$ cat config.mk
export PLATFORM = sky130hd
export DESIGN_NAME = mc97_pcm_fifo
export DESIGN_NICKNAME = d
export VERILOG_FILES = /design/src/rtl/mc97_pcm_fifo.sv
export SDC_FILE = /design/constraint.sdc
export NUM_CORES = 2
export LEC_CHECK = 0
export BUFFER_PORTS_ARGS = -buffer_cell sky130_fd_sc_hd__buf_2
export CAP_MARGIN = 40
export CORE_MARGIN = 5
export CORE_UTILIZATION = 55
export CTS_BUF_LIST = sky130_fd_sc_hd__clkbuf_4 sky130_fd_sc_hd__clkbuf_8 sky130_fd_sc_hd__clkbuf_16
export CTS_CLUSTER_SIZE = 12
export DETAILED_ROUTE_END_ITERATION = 7
export GPL_ROUTABILITY_DRIVEN = 0
export GPL_TIMING_DRIVEN = 0
export HOLD_SLACK_MARGIN = 0.05
export MAX_ROUTING_LAYER = met4
export PLACE_DENSITY = 0.7
export SYNTH_ARGS = -nofsm -noshare
export SYNTH_HDL_FRONTEND = slang
export SYNTH_SLANG_ARGS = --single-unit
$ cat constraint.sdc
create_clock -name clk -period 3.2 [get_ports clk]
set_clock_uncertainty 0.05 [all_clocks]
set_input_delay 0.16 -clock clk [delete_from_list [all_inputs] [get_ports clk]]
set_output_delay 0.16 -clock clk [all_outputs]
set_load 0.01 [all_outputs]
$ cat src/rtl/mc97_pcm_fifo.sv
// mc97_pcm_fifo: playback/capture sample FIFOs between host audio logic and mc97 (clk domain); MC97_PCM_FIFO_PREFILL_EN gates playback until PREFILL samples are buffered
module mc97_pcm_fifo #(
  parameter int DEPTH = 64,
  parameter int LW = $clog2(DEPTH) + 1,
  parameter int PREFILL = DEPTH / 2
) (
  input  logic          clk,
  input  logic          rst,
  input  logic [15:0]   pb_wdata,
  input  logic          pb_we,
  output logic          pb_full,
  output logic [LW-1:0] pb_level,
  output logic [15:0]   pcm_out_data,
  input  logic          pcm_out_ack,
  input  logic [15:0]   pcm_in_data,
  input  logic          pcm_in_stb,
  output logic [15:0]   cap_rdata,
  input  logic          cap_re,
  output logic          cap_empty,
  output logic [LW-1:0] cap_level,
  output logic          stat_pb_urun,
  output logic          stat_pb_orun,
  output logic          stat_cap_orun,
  input  logic          stat_clr
);
  localparam int AW = $clog2(DEPTH);
  logic [15:0] pb_mem [DEPTH];
  logic [15:0] cap_mem [DEPTH];
  logic [AW-1:0] pb_wp, pb_rp, cap_wp, cap_rp;
  logic play, pb_pop, pb_wr, pb_urun_ev, pb_orun_ev, cap_pop, cap_push, cap_orun_ev;
`ifdef MC97_PCM_FIFO_PREFILL_EN
  typedef enum logic {SILENT, PLAY} pb_state_t;
  pb_state_t state, state_nx;
  always_ff @(posedge clk or posedge rst) begin
    if (rst) state <= SILENT;
    else state <= state_nx;
  end
  always_comb begin
    state_nx = state;
    state_nx = state == SILENT ? (pb_level >= LW'(PREFILL) ? PLAY : SILENT)
                               : (pb_urun_ev ? SILENT : PLAY);
  end
  assign play = state == PLAY;
`else
  assign play = PREFILL >= 0;
`endif
  assign pb_full = pb_level == LW'(DEPTH);
  assign cap_empty = cap_level == '0;
  always_comb begin
    pb_pop = pcm_out_ack && play && pb_level != '0;
    pb_wr = pb_we && (!pb_full || pb_pop);
    pb_urun_ev = pcm_out_ack && play && pb_level == '0;
    pb_orun_ev = pb_we && !pb_wr;
    cap_pop = cap_re && !cap_empty;
    cap_push = pcm_in_stb && (cap_level != LW'(DEPTH) || cap_pop);
    cap_orun_ev = pcm_in_stb && !cap_push;
    pcm_out_data = (play && pb_level != '0) ? pb_mem[pb_rp] : 16'h0000;
    cap_rdata = cap_empty ? 16'h0000 : cap_mem[cap_rp];
  end
  always_ff @(posedge clk) begin
    if (pb_wr) pb_mem[pb_wp] <= pb_wdata;
    if (cap_push) cap_mem[cap_wp] <= pcm_in_data;
  end
  always_ff @(posedge clk or posedge rst) begin
    if (rst) begin
      pb_wp <= '0;
      pb_rp <= '0;
      pb_level <= '0;
      cap_wp <= '0;
      cap_rp <= '0;
      cap_level <= '0;
      stat_pb_urun <= 1'b0;
      stat_pb_orun <= 1'b0;
      stat_cap_orun <= 1'b0;
    end else begin
      pb_wp <= pb_wp + AW'(pb_wr);
      pb_rp <= pb_rp + AW'(pb_pop);
      pb_level <= pb_level + LW'(pb_wr) - LW'(pb_pop);
      cap_wp <= cap_wp + AW'(cap_push);
      cap_rp <= cap_rp + AW'(cap_pop);
      cap_level <= cap_level + LW'(cap_push) - LW'(cap_pop);
      stat_pb_urun <= pb_urun_ev || (stat_pb_urun && !stat_clr);
      stat_pb_orun <= pb_orun_ev || (stat_pb_orun && !stat_clr);
      stat_cap_orun <= cap_orun_ev || (stat_cap_orun && !stat_clr);
    end
  end
endmodule

# Word-level counts from Yosys, hierarchy flattened
# Memory sizes are Yosys's and may differ from the RTL's.
# Cells that the tools add are included.
dict set report classes {
  add_sub_neg 8
  eq_ne 2
  muxes 6
  n_reduce_logical 23
}
# cell n
set op_table {}
lappend op_table {{$mux 16} 2}
lappend op_table {{$add 6x1->6} 4}
lappend op_table {{$add 7x1->7} 2}
lappend op_table {{$logic_not 7->1} 2}
lappend op_table {{$sub 7x1->7} 2}
lappend op_table {{$logic_and 1x1->1} 10}
lappend op_table {{$eq 7x7->1 const B} 1}
lappend op_table {{$ne 7x7->1 const B} 1}
lappend op_table {{$reduce_bool 7->1} 1}
lappend op_table {{$logic_not 1->1} 5}
lappend op_table {{$logic_or 1x1->1} 5}
lappend op_table {{$mux 1} 4}
dict set report word_totals {
  register_bits 41
  ram_bits 2048
  inputBits 39
  output_inout_bits 51
  elab_cells 50
  mem_count 2
}
# memory depth word_bits read_ports rd_ports_with_merged_regs wr line_no
set mem_list {}
lappend mem_list {cap_mem 64 16 1 0 1 28} ;# logic [15:0] cap_mem [DEPTH];
lappend mem_list {pb_mem 64 16 1 0 1 27} ;# logic [15:0] pb_mem [DEPTH];

# Longest topological paths before layout
dict set report depth {
  depth_word 8
  mapped_depth 16
  ltp_nobuf 16
}

# Worst setup path after synthesis
# Ideal clock, no wire load.
dict set report synth_path {
  path_kind {register to register}
  from {reg pb_level[2]}
  to {reg pb_level[6]}
  setup_time_ns 0.080
  arrival_ns 2.948
  required_ns 3.070
  slack_ns 0.122
  stages_incl_launch_ff 17
  path_buffers 1
  period_less_slack_ns 3.078
  path_cell_list {dfrtp_1 -> inv_1 -> ha_1 -> nor4bb_1 -> and2_1 -> clkbuf_1 -> nor2b_1 -> ha_1 -> inv_1 -> ha_1 -> fa_1 -> a21oi_1 -> nor2_1 -> o21ai_0 -> a21oi_1 -> nor2_1 -> xnor2_1}
}
dict set report synth_between {
  elab_chain_len 6
  word_cells_on_any_way 8
  classes_between {add/sub: 2; eq/ne: 1; reduce/logical: 5}
}
# item line_no
set synth_rtl {}
lappend synth_rtl {{start: declaration} 12} ;# output logic [LW-1:0] pb_level,
lappend synth_rtl {{start signal: assignment} 78} ;# pb_level <= pb_level + LW'(pb_wr) - LW'(pb_pop);
lappend synth_rtl {{$eq 7x7->1 or $reduce_bool 7->1 (tied branches)} {47, 50}}
lappend synth_rtl {{$logic_not 1->1 or $logic_and 1x1->1 (tied branches)} {51, 50}}
lappend synth_rtl {{$logic_or 1x1->1} 51} ;# pb_wr = pb_we && (!pb_full || pb_pop);
lappend synth_rtl {{$logic_and 1x1->1} 51}
lappend synth_rtl {{$add 7x1->7} 78}
lappend synth_rtl {{$sub 7x1->7 *} 78}
# Every way passes the cells marked *; elsewhere a longest branch is shown, timed or not.

# Worst setup path in the final report
dict set report layout_path {
  from {reg cap_rp[0]}
  to {out cap_rdata[6]}
}
dict set report layout_between {
  elab_chain_len 2
}
# item line_no
set layout_rtl {}
lappend layout_rtl {{start: declaration} 29} ;# logic [AW-1:0] pb_wp, pb_rp, cap_wp, cap_rp;
lappend layout_rtl {{start signal: assignment} 80} ;# cap_rp <= cap_rp + AW'(cap_pop);
lappend layout_rtl {{$mem_v2 64x16} n/a}
lappend layout_rtl {{$mux 16} 58} ;# cap_rdata = cap_empty ? 16'h0000 : cap_mem[cap_rp];
lappend layout_rtl {{end: declaration} 17} ;# output logic [15:0] cap_rdata,
# No other way between the ends.

==> results.yml <==
setup_path:
  rr_worst_depth: 10
  critPathLaunch: "cap_rp[0]"
  max_stage_delay_ns: 0.53
  cp.required_ns: 2.99
  path_cells: "buf_6 -> buf_12 -> buf_12 -> buf_12 -> buf_12 -> mux4_2 -> mux4_2 -> a22oi_2 -> o221ai_2 -> buf_2"
  arrival_ns: 3.77
  start_kind: "flop"
  critPathMostFrequentCell: "buf_12"
  crit_slowest_cell: "mux4_2"
  r2r-start: "pb_level[5]"
  worstSetupPathType: "flop to output pin"
  crit_fanout: 8
  crit_family: "multiplexers"
  crit_cells: 10
  critical_path_buf_inv_count: 6
  crit_path_end_kind: "output pin"
detailed_routing:
  wire_per_inst_um: 33.83
  wl_mm: 210.4
  firstDrtPassIters: 6
  drtIter0Drc: 5282
  vias: 40770
  via_per_inst: 6.556
  drc: 0
  postRouteAntennaNets: 0
clock_network:
  clkSlewWorstSetupHoldPaths_ns: 0.06
  cts-root-buf: "clkbuf_16"
  clock_path_buffers: 3
  clock_latency_ns: 0.82
  cts_htree_levels: 4
  clock-sinks: 2089
  cts_tree: "yes"
  numCtsBuffers: 204
sta:
  tightest_slew_ns: 1.106
  min_period_over_period_pct: 124.5
  min_period_ns: 3.983
  final.setup.worst_slack_ns: -0.7834
  grt_setup_unrepaired: "true"
  fmax_mhz: 251.0
  setup_viol: 32
  final_hold_viol_count: 0
  slew_violations: 0
  slew_headroom_pct: 26.26
  hold_slack_ns: 0.2021
hold_path:
  min_from: "pcm_in_data[14]"
  holdCritPathClass: "input pin to flop"
  hold_depth: 2
logic_synthesis:
  ys.flop_type: "edfxtp_1"
  synth-seq-cells: 2089
  yosysWarnings: 0
  synth_nets: 3550
  syn_inst: 3483
  synth_edf_count: 2048
  syn_avg_cell_area_um2: 23.10
  synth.distinct_cells: 45
  synthArstFlopShare_pct: 1.963
  seq_area_frac_synth_pct: 77.70
  netlist_area_um2: 80470
floorplanning:
  die_x_um: 392.5
  start_util_pct: 55.28
  die-area_um2: 154100
  num_rows: 140
  die_h_um: 392.5
  coreArea_um2: 145600
  pin_count: 90
global_routing:
  grt_pass1_wl_mm: 296.5
  antenna_found_initial: 4
  grt_start_max_net_pins: 57
  grtUsageTotal_pct: 28.08
  grt_pass1_vias: 40810
  overflow: 0
final_layout:
  area_delta_synth_final_pct: 21.54
  layout_commonest_cell: "edfxtp_1"
  drive_gt1_share_pct: 42.18
  final_cell_mix: "2048 x edfxtp_1, 590 x mux4_2, 213 x clkbuf_16"
  final_nets: 4242
power_and_ir_drop:
  power_leakage_nw: 31.60
  power.density_nw_per_um2: 904.2
  total_power_mw: 88.42
  peakVddDrop_mv: 1.006
placement:
  dp_hpwl_mm: 134.3
  port_buffers: 89
status:
  status: "finished, violations left"
  violations: "setup timing"
flow_run:
  maxCapViolations: 0
-- per-stage QoR --
stage | setup TNS [ns] | cells | setup WS, ns | util [%] | cell area (um2)
after floorplan | 0 | 3483 | 0.1219 | - | 80470
after global placement | -1806.07 | 5489 | -1.312 | 57.23 | 83310
after detailed placement | -376.35 | 5687 | -1.238 | 59.62 | 86790
after CTS | -28.37 | 6131 | -0.7574 | 66.13 | 96260
after global routing | -25.10 | 6216 | -0.8291 | 67.18 | 97790
final | -19.34 | 6218 | -0.7834 | 67.18 | 97800
-- registers in the layout (all words and copies together), names as in the netlist --
| register | flops |
|---|---|
| cap_level | 7 |
| cap_mem | 1024 |
| cap_rp | 6 |
| cap_wp | 6 |
| pb_level | 7 |
| pb_mem | 1024 |
| pb_rp | 6 |
| pb_wp | 6 |
| stat_cap_orun | 1 |
| stat_pb_orun | 1 |
| stat_pb_urun | 1 |
-- cell type report --
cell class | count | area (um2)
antenna | 3 | 7.507
buffer | 173 | 1672
clock buffer | 283 | 5858
clock inverter | 46 | 387.9
fill | 8567 | 47770
inverter | 61 | 229.0
multi-input combinational | 1153 | 18750
sequential | 2089 | 62530
tap | 1917 | 2399
timing repair buffer | 493 | 5963
-- routing by layer --
layer  wire length, um  track usage, %
met5                 0               -
met4             11640           12.72
met3             18650           4.401
met2            105300           44.47
met1             74780           36.71
-- logic make-up after synthesis --
logic type,after synthesis,synth area share (%)
adders and majority gates,28,0.4540
muxes,643,17.17
buffers and inverters,241,1.398
and+or+nand+nor,307,1.661
xor gates and xnor gates,28,0.3048
AOI/OAI and AO/OA,147,1.306
DFF,2089,77.70
-- cell usage after synthesis, drive strengths merged (4+ instances only) --
cell type  count  area, um2
edfxtp      2048      61500
a22oi         36      270.3
nand2b         4      25.02
nand3b         4      30.03
nor2         164      615.6
o221ai        11      96.34
a221oi        14      122.6
ha            26      325.3
or3b           5      43.79
o22ai         24      150.1
nand2         67      251.5
a221o          6      60.06
clkbuf        85      319.1
o21ai          4      20.02
dfrtp         41       1026
inv           61      229.0
a32oi          6      52.55
a21oi         28      140.1
xor2          12      105.1
a211oi         7      52.55
and2           4      25.03
mux4         590      13290
nor2b         20      125.1
mux2i         53      530.5
xnor2         16      140.1
buf           95      576.8
nand3         26      130.1
-- power by group --
group | internal [mW] | switching (mW) | total (mW)
registers | 31.2 | 0.480 | 31.7
clock network | 13.1 | 9.73 | 22.8
logic | 15.6 | 18.3 | 33.9
total | 60.0 | 28.5 | 88.4
-- final timing paths --
| check | end | slack [ns] |
|---|---|---|
| setup reg to reg | pb_mem[54][12] | 0 |
| min in group asynchronous | pb_level[4] | 0.53 |
| hold / removal | cap_mem[19][14] | 0.20 |
| max in group asynchronous | cap_rp[1] | 1.98 |
| setup / recovery | cap_rdata[6] | -0.78 |
| hold reg to reg | cap_rp[5] | 0.52 |
-- timing repair --
action                                  4_1_cts  5_1_grt
setup buffers                                69       96
gates resized for setup                     498      202
gates cloned                                  7        2
pin swaps                                    67       92
hold endpoints to repair                   1920        0
endpoints found under the setup margin     1691      856
hold buffers                                 42        0
Power figures use the tool's default switching activity.
